### src/rtl/tdc_meas_ctrl.sv
// TDC measurement sequencer: arm, coarse count between start/stop, encode snapshot, 2-byte frame.
// Optional TDC_BUBBLE_FIX_EN: fine = popcount of snapshot instead of leading-ones count.
module tdc_meas_ctrl #(
  parameter int unsigned DL_LEN  = 32,
  parameter int unsigned TIMEOUT = 255
) (
  input  logic              clk,
  input  logic              rst,
  input  logic              arm_i,
  input  logic              start_i,
  input  logic              stop_i,
  input  logic [DL_LEN-1:0] tap_i,
  output logic              dl_en_o,
  output logic              busy_o,
  output logic [7:0]        res_o,
  output logic              res_valid_o,
  input  logic              res_ready_i,
  output logic              res_last_o
);

  typedef enum logic [2:0] {
    StIdle,
    StArmed,
    StRun,
    StEncode,
    StSend0,
    StSend1
  } state_e;

  state_e            state_q, state_d;
  logic [7:0]        cnt_q, cnt_d;
  logic [7:0]        cnt_inc;
  logic [DL_LEN-1:0] snap_q, snap_d;
  logic              ovf_q, ovf_d;
  logic [7:0]        byte1_q, byte1_d;
  logic [6:0]        fine;
  logic              dl_en_d, busy_d, valid_d, last_d;
  logic [7:0]        res_d;
  logic              handshake;

  assign cnt_inc   = cnt_q + 8'd1;
  assign handshake = res_valid_o & res_ready_i;

`ifdef TDC_BUBBLE_FIX_EN
  always_comb begin
    fine = '0;
    for (int i = 0; i < int'(DL_LEN); i++) begin
      fine = fine + 7'(snap_q[i]);
    end
  end
`else
  // Scan downwards so the lowest zero position is the one that sticks.
  always_comb begin
    fine = 7'(DL_LEN);
    for (int i = int'(DL_LEN) - 1; i >= 0; i--) begin
      if (!snap_q[i]) fine = 7'(i);
    end
  end
`endif

  always_comb begin
    state_d = state_q;
    cnt_d   = cnt_q;
    snap_d  = snap_q;
    ovf_d   = ovf_q;
    byte1_d = byte1_q;
    res_d   = res_o;
    valid_d = res_valid_o;
    last_d  = res_last_o;
    // Status outputs follow the current state one cycle later.
    dl_en_d = (state_q == StArmed) || (state_q == StRun);
    busy_d  = (state_q != StIdle);

    unique case (state_q)
      StIdle: begin
        valid_d = 1'b0;
        last_d  = 1'b0;
        if (arm_i) state_d = StArmed;
      end
      StArmed: begin
        if (start_i) begin
          cnt_d = '0;
          ovf_d = 1'b0;
          if (stop_i) begin
            snap_d  = tap_i;
            state_d = StEncode;
          end else begin
            state_d = StRun;
          end
        end
      end
      StRun: begin
        cnt_d = cnt_inc;
        if (stop_i) begin
          snap_d  = tap_i;
          ovf_d   = 1'b0;
          state_d = StEncode;
        end else if (cnt_inc == 8'(TIMEOUT)) begin
          // Cleared snapshot encodes to fine=0 in both builds.
          snap_d  = '0;
          ovf_d   = 1'b1;
          state_d = StEncode;
        end
      end
      StEncode: begin
        byte1_d = {ovf_q, fine};
        state_d = StSend0;
      end
      StSend0: begin
        valid_d = 1'b1;
        if (handshake) begin
          res_d   = byte1_q;
          last_d  = 1'b1;
          state_d = StSend1;
        end else begin
          res_d  = cnt_q;
          last_d = 1'b0;
        end
      end
      StSend1: begin
        if (handshake) begin
          valid_d = 1'b0;
          last_d  = 1'b0;
          res_d   = '0;
          state_d = StIdle;
        end
      end
      default: state_d = StIdle;
    endcase
  end

  always_ff @(posedge clk) begin
    if (rst) begin
      state_q     <= StIdle;
      cnt_q       <= '0;
      snap_q      <= '0;
      ovf_q       <= 1'b0;
      byte1_q     <= '0;
      dl_en_o     <= 1'b0;
      busy_o      <= 1'b0;
      res_o       <= '0;
      res_valid_o <= 1'b0;
      res_last_o  <= 1'b0;
    end else begin
      state_q     <= state_d;
      cnt_q       <= cnt_d;
      snap_q      <= snap_d;
      ovf_q       <= ovf_d;
      byte1_q     <= byte1_d;
      dl_en_o     <= dl_en_d;
      busy_o      <= busy_d;
      res_o       <= res_d;
      res_valid_o <= valid_d;
      res_last_o  <= last_d;
    end
  end

endmodule
### config.mk
export PLATFORM = sky130hd
export DESIGN_NAME = tdc_meas_ctrl
export DESIGN_NICKNAME = d
export VERILOG_FILES = /design/src/rtl/tdc_meas_ctrl.sv
export SDC_FILE = /design/constraint.sdc
export NUM_CORES = 1
export LEC_CHECK = 0
export CORE_MARGIN = 1
export CORE_UTILIZATION = 40
export DETAILED_ROUTE_END_ITERATION = 16
export DONT_BUFFER_PORTS = 1
export PLACE_DENSITY = 0.63
export SYNTH_ARGS = -nofsm -noshare
export SYNTH_HDL_FRONTEND = slang
export SYNTH_SLANG_ARGS = --single-unit
export TNS_END_PERCENT = 10
### constraint.sdc
create_clock -name clk -period 2.5 [get_ports clk]
set_clock_uncertainty 0.1 [all_clocks]
set_input_delay 0.25 -clock clk [delete_from_list [all_inputs] [get_ports clk]]
set_output_delay 0.25 -clock clk [all_outputs]
set_load 0.02 [all_outputs]
==> impl_metrics.tcl, run 1 <==
set metrics [dict create \
    synth.avg_cell_area_um2 7.91 \
    synthTopCellsByCount "63 x dfxtp_1, 62 x a21oi_1, 38 x nand2_1" \
    synth.area.top_cells "dfxtp_1 41%, a21oi_1 10%, nand3_1 5.2%, o21ai_1 5.0%, nand2_1 4.6%" \
    synth_seq_cells 63 \
    maxCapViolCount 0 \
    dominantRegCellSynth "dfxtp_1" \
    cp.required_ns 2.62 \
    grt_pass1_wl_mm 13.2 \
    die_h_um 90.0 \
    die_w_um 90.0 \
    min_path_type "primary input to flip-flop" \
    ctsResizeCount 0 \
    port-buffer-count 0 \
    cts_root_buffer "clkbuf_8" \
    tightest_slew_ns 0.489 \
    path_max_fanout 6 \
    row_count 31 \
    grt_overflow 0 \
    htree_levels 3 \
    status "complete, no violations" \
    drt_iter0_markers 145 \
    io_pins 50 \
    fillers 746 \
    vias 2918 \
    crit_start "cnt_q[1]" \
    grt.total_usage_pct 20.1 \
    cp-endpoint "state_q[0]" \
    antenna_found_initial 0 \
    p_seq_share_pct 43.1 \
    viasPerCell 5.57 \
    r2r-end "state_q[0]" \
    yosysTopAreaCellShare_pct 40.7 \
    grt_max_degree 59 \
    finalCriticalPeriod_ns 2.15 \
    cts_tree "done" \
    antennaDiodeCount 0 \
    syn_to_final_growth_pct 19.6 \
    gp_congestion 0.835 \
    finalSetupViolations 0 \
    synth_nets 432 \
    insertion_delay_ns 0.34 \
    nets 460 \
    p_sw_share_pct 35.5 \
    hold-worst-slack_ns 0.0602 \
    cts_made_buffers 9 \
    power.switching_w 0.00105 \
    fin_crit_sh_pct 86.0 \
    arrival_ns 2.27 \
    synth_edf_count 0 \
    pwr-share-comb_pct 27.6 \
    cp-start-kind "flip-flop" \
    numClockSinks 63 \
    multiInputGateArea_um2 1650 \
    power.density_nw_per_um2 797 \
    path_clk_slew_ns 0.07 \
    endpoint_kind "flip-flop" \
    post-synth-top-count-cell "dfxtp_1" \
    worst-r2r-cell-count 7 \
    hold_depth 3 \
    initial_core_util_pct 42.1 \
    hold_start "rst" \
    clock_path_buffers 2 \
    dp_hpwl_mm 5.24 \
    fin_setup_tns_ns 0 \
    syn_area_um2 3100 \
    regArea_um2 1260 \
    rrSetupSlack_ns 0.35 \
    seq_area_frac_synth_pct 40.7 \
    grt_pass1_vias 2759 \
    drc 0 \
    drv_slew 0 \
    layout-drive-gt1-share_pct 10.8 \
    pwr-share-clk_pct 29.2 \
    first_pass_iters 5 \
    p_int_w 0.00191 \
    async_flop_share_pct 0 \
    leakagePower_nw 1.16 \
    post-route-util_pct 50.3 \
    vdd_drop_max_v 0.000323 \
    rsz0062_at_grt "no" \
    wl_per_cell_um 14.8 \
    slew_headroom_pct 67.1 \
    coreArea_um2 7370 \
    max_freq_mhz 465 \
    final_hold_viol_count 0 \
    synth_cells 392 \
    r2r-start "cnt_q[1]" \
    crit_type "flip-flop to flip-flop" \
    yosysWarnings 0 \
    synth_cell_types 53 \
    yosys.area.top_type "dfxtp_1" \
    ant_nets 0 \
    dieArea_um2 8100 \
    drt-total-wl_mm 7.76 \
]
[power groups by stage]
stage | sequential (W) | combinational, W | clock [W]
floorplan | 0.00124 | 0.000681 | 0
global placement | 0.00129 | 0.000718 | 0
detailed placement | 0.00129 | 0.000731 | 0
CTS | 0.00127 | 0.000795 | 0.000887
global route | 0.00129 | 0.000910 | 0.000930
finish | 0.00127 | 0.000817 | 0.000863
[layout make-up]
class	instances	area share [%]
well taps	99	3.34
clock inverters	4	1.22
flip-flops and latches	63	34.0
multi-input cells	291	44.5
clock buffers	12	3.92
inverters	10	1.01
repair buffers	45	12.0
[what timing repair did]
| item | CTS | global route |
|---|---|---|
| hold endpoints to repair | 58 | 0 |
| setup buffers | 0 | 2 |
| hold buffers | 35 | 0 |
| setup endpoints to repair | 0 | 16 |
[logic make-up (layout without fill, tap and decap cells)]
family | Yosys count | after routing | synth area share (%)
flip-flops | 63 | 63 | 40.7
multiplexers | 1 | 1 | 0.323
AO/OA/AOI/OAI | 145 | 145 | 27.3
AND/OR/NAND/NOR | 141 | 141 | 24.0
buffers and inverters | 38 | 71 | 6.30
XOR/XNOR | 2 | 2 | 0.565
adder cells (fa/ha/maj) | 2 | 2 | 0.807
[layout by cell type (no fill, tap or decap), types with 3 or more instances in the layout]
cell type,instances
nand2_1,38
a211o_1,3
nand3_2,10
dlygate4sd3_1,34
a31oi_1,3
inv_1,9
and2_1,3
a21oi_1,62
dfxtp_1,63
o21ai_1,31
clkinv_2,3
nor3_1,7
nand3_1,32
a22oi_1,3
nor2_1,25
and3_1,3
a211oi_1,6
clkbuf_8,10
o21ai_0,15
buf_4,10
nand4_1,8
[metal layers]
layer  global-route usage, %  up-vias  share of wire (%)
met5                       0        -                  0
met4                    6.45        0                1.2
met3                    5.33       11                4.7
met2                    31.8       58                 47
met1                    26.7     1373                 47
li1                        -     1476                  -
[worst min path at each step]
stage / to / slack [ns]
final: byte1_q[1] / 0.06
after global routing: ovf_q / 0.06
after CTS: byte1_q[1] / 0.04
after detailed placement: cnt_q[5] / 0.23
after global placement: snap_q[20] / 0.23
after floorplan: snap_q[10] / 0.28
[registers in the layout, summed over array words and instances, names as in the netlist]
| signal | flops |
|---|---|
| busy_o | 1 |
| byte1_q | 7 |
| cnt_q | 8 |
| dl_en_o | 1 |
| ovf_q | 1 |
| res_last_o | 1 |
| res_o | 8 |
| res_valid_o | 1 |
| snap_q | 32 |
| state_q | 3 |
[per-stage QoR]
step	cell area (µm²)	std cells	setup WS, ns	power, W
2_1_floorplan	3100	392	0.689	0.00192
3_3_place_gp	3130	471	0.193	0.00201
3_5_place_dp	3130	471	0.136	0.00202
4_1_cts	3690	522	0.137	0.00295
5_1_grt	3710	524	0.198	0.00313
6_report	3710	524	0.350	0.00295
[worst max-delay path, stage by stage, from the launching register on]
cell and delay [ns]:
dfxtp_1 0.43, ha_1 0.26, xnor2_1 0.09, nor4_2 0.42, a211oi_4 0.14, buf_4 0.16, o311ai_0 0.32, o31ai_1 0.12
Power figures use the tool's default switching activity.
==> run 2, diff against run 1 <==
Clock period 2.5 ns to 2.4 ns, I/O delays scaled along.
==> run 2 against run 1 <==
Fmax fell by 4.2%. Largest cell class unchanged. Power is 2.6% higher. Highest routed layer unchanged. Count of clock-buffer cells in the layout unchanged.
==> impl_metrics.tcl, run 2 (synthesized netlist as in run 1, its figures left out) <==
set metrics [dict create \
    leakagePower_nw 1.15 \
    cp_slowest_stage_delay_ns 0.41 \
    grt_pass1_vias 2859 \
    initial_core_util_pct 42.1 \
    worst-path-buf-inv 1 \
    dp_hpwl_mm 5.28 \
    cp.required_ns 2.51 \
    vdd_drop_max_v 0.000377 \
    largest_register "snap_q" \
    antennaDiodeCount 0 \
    grt_overflow 0 \
    cp-start-kind "flip-flop" \
    largest_reg_flops 32 \
    total_power_w 0.00303 \
    coreArea_um2 7370 \
    maxCapViolCount 0 \
    nets 459 \
    layout.cells.non_filler 520 \
    cpLargestDelayFamily "compound AO/OA/AOI/OAI gates" \
    tightest_slew_ns 0.817 \
    antenna_found_initial 0 \
    clock_path_buffers 2 \
    max_freq_mhz 446 \
    cp-endpoint "state_q[0]" \
    cts_tree "done" \
    rsz0062_at_grt "no" \
    die_h_um 90.0 \
    grt.total_usage_pct 20.9 \
    first_pass_iters 4 \
    power.density_nw_per_um2 819 \
    drc 0 \
    finalSetupViolations 0 \
    crit_type "flip-flop to flip-flop" \
    die_w_um 90.0 \
    fin_crit_sh_pct 93.5 \
    io_pins 50 \
    layout_commonest_cell "dfxtp_1" \
    cts_root_buffer "clkbuf_8" \
    min_path_type "primary input to flip-flop" \
    drv_slew 0 \
    arrival_ns 2.35 \
    row_count 31 \
    r2r-end "state_q[0]" \
    cp_slowest_cell "dfxtp_1" \
    grt_pass1_wl_mm 13.9 \
    viasPerCell 5.73 \
    ant_nets 0 \
    dieArea_um2 8100 \
    crit_start "cnt_q[1]" \
    insertion_delay_ns 0.34 \
    endpoint_kind "flip-flop" \
    final_hold_viol_count 0 \
    layout-drive-gt1-share_pct 10.5 \
    gp_congestion 0.807 \
    wl_per_cell_um 15.5 \
    worst-r2r-cell-count 7 \
    drt-total-wl_mm 8.06 \
    status "complete, no violations" \
    cp.depth 7 \
    finalCriticalPeriod_ns 2.24 \
    grt_max_degree 59 \
    largest_registers "snap_q x32, cnt_q x8, res_o x8" \
    htree_levels 3 \
    crit_chain "ha_1, xnor2_1, nor4_2, a211oi_4, buf_4, o311ai_0, o31ai_1" \
    path_clk_slew_ns 0.06 \
    vias 2978 \
    port-buffer-count 0 \
    final_cell_mix "63 x dfxtp_1, 62 x a21oi_1, 38 x nand2_1, 34 x dlygate4sd3_1, 32 x nand3_1" \
    numClockSinks 63 \
    syn_to_final_growth_pct 19.3 \
    slew_headroom_pct 45.3 \
    rrSetupSlack_ns 0.16 \
    placed_cells 471 \
    drt_iter0_markers 144 \
    path_max_fanout 16 \
    cts_made_buffers 9 \
    r2r-start "cnt_q[1]" \
]
## run 2: cell count changes in the layout (fill, tap and decap cells not counted), sizes merged
cell / before / now
buf: 11 / 10
clkinv: 3 / 1
bufinv: 1 / 0
## run 2: stage by stage
| step | instance area [µm²] | setup slack, ns | hold slack, ns | TNS, ns | util [%] |
|---|---|---|---|---|---|
| floorplan | 3100 | 0.589 | 0.271 | 0 | - |
| global placement | 3150 | 0.0239 | 0.215 | 0 | 42.7 |
| detailed placement | 3150 | -0.00118 | 0.215 | -0.00118 | 42.7 |
| CTS | 3690 | 0.0182 | 0.0449 | 0 | 50.1 |
| global route | 3700 | 0.0183 | 0.0564 | 0 | 50.2 |
| finish | 3700 | 0.157 | 0.0589 | 0 | 50.2 |
## run 2: where the power goes
part           total [W]  leakage (nW)  switching [W]  internal [W]
sequential       0.00133         0.511       0.000159       0.00117
combinational   0.000878         0.549       0.000559      0.000319
clock           0.000823        0.0902       0.000382      0.000441
total            0.00303          1.15        0.00110       0.00193
## run 2: worst min-delay path by stage
stage | depth (start not counted) | endpoint | start | slack (ns)
after floorplan | 2 | snap_q[10] | tap_i[10] | 0.27
after global placement | 1 | cnt_q[5] | rst | 0.22
after detailed placement | 1 | cnt_q[5] | rst | 0.22
after CTS | 3 | byte1_q[1] | rst | 0.04
after global routing | 3 | byte1_q[1] | rst | 0.06
final | 3 | byte1_q[1] | rst | 0.06
## run 2: what timing repair did
action / in CTS / in global routing
gates cloned: 0 / 0
hold endpoints to repair: 58 / 0
setup endpoints to repair: 17 / 32
pin swaps: 1 / 0
hold buffers: 35 / 0
buffers inserted: 1 / 0
resized for setup: 0 / 1
## run 2: worst reg2reg max path, cell delays in order, from the launching register on
cell      delay, ns
dfxtp_1        0.41
ha_1           0.26
xnor2_1        0.10
nor4_2         0.40
a211oi_4       0.13
buf_4          0.22
o311ai_0       0.36
o31ai_1        0.12
## run 2: final cells by class
type,instances,area (µm²)
inverters,10,37.5
clock buffers,12,165
well taps,99,124
flip-flops and latches,63,1260
fillers,754,3670
clock inverters,1,5.00
multi-input cells,291,1660
repair buffers,44,448
## run 2: routing by layer
layer	track usage (%)	share of wire, %	wire (µm)	vias to the layer above
met1	26.8	47	3750	1422
met2	34.7	48	3840	77
met5	0	0	0	-
met3	4.82	4.7	378	8
met4	6.32	1.1	89	0
li1	-	-	-	1471
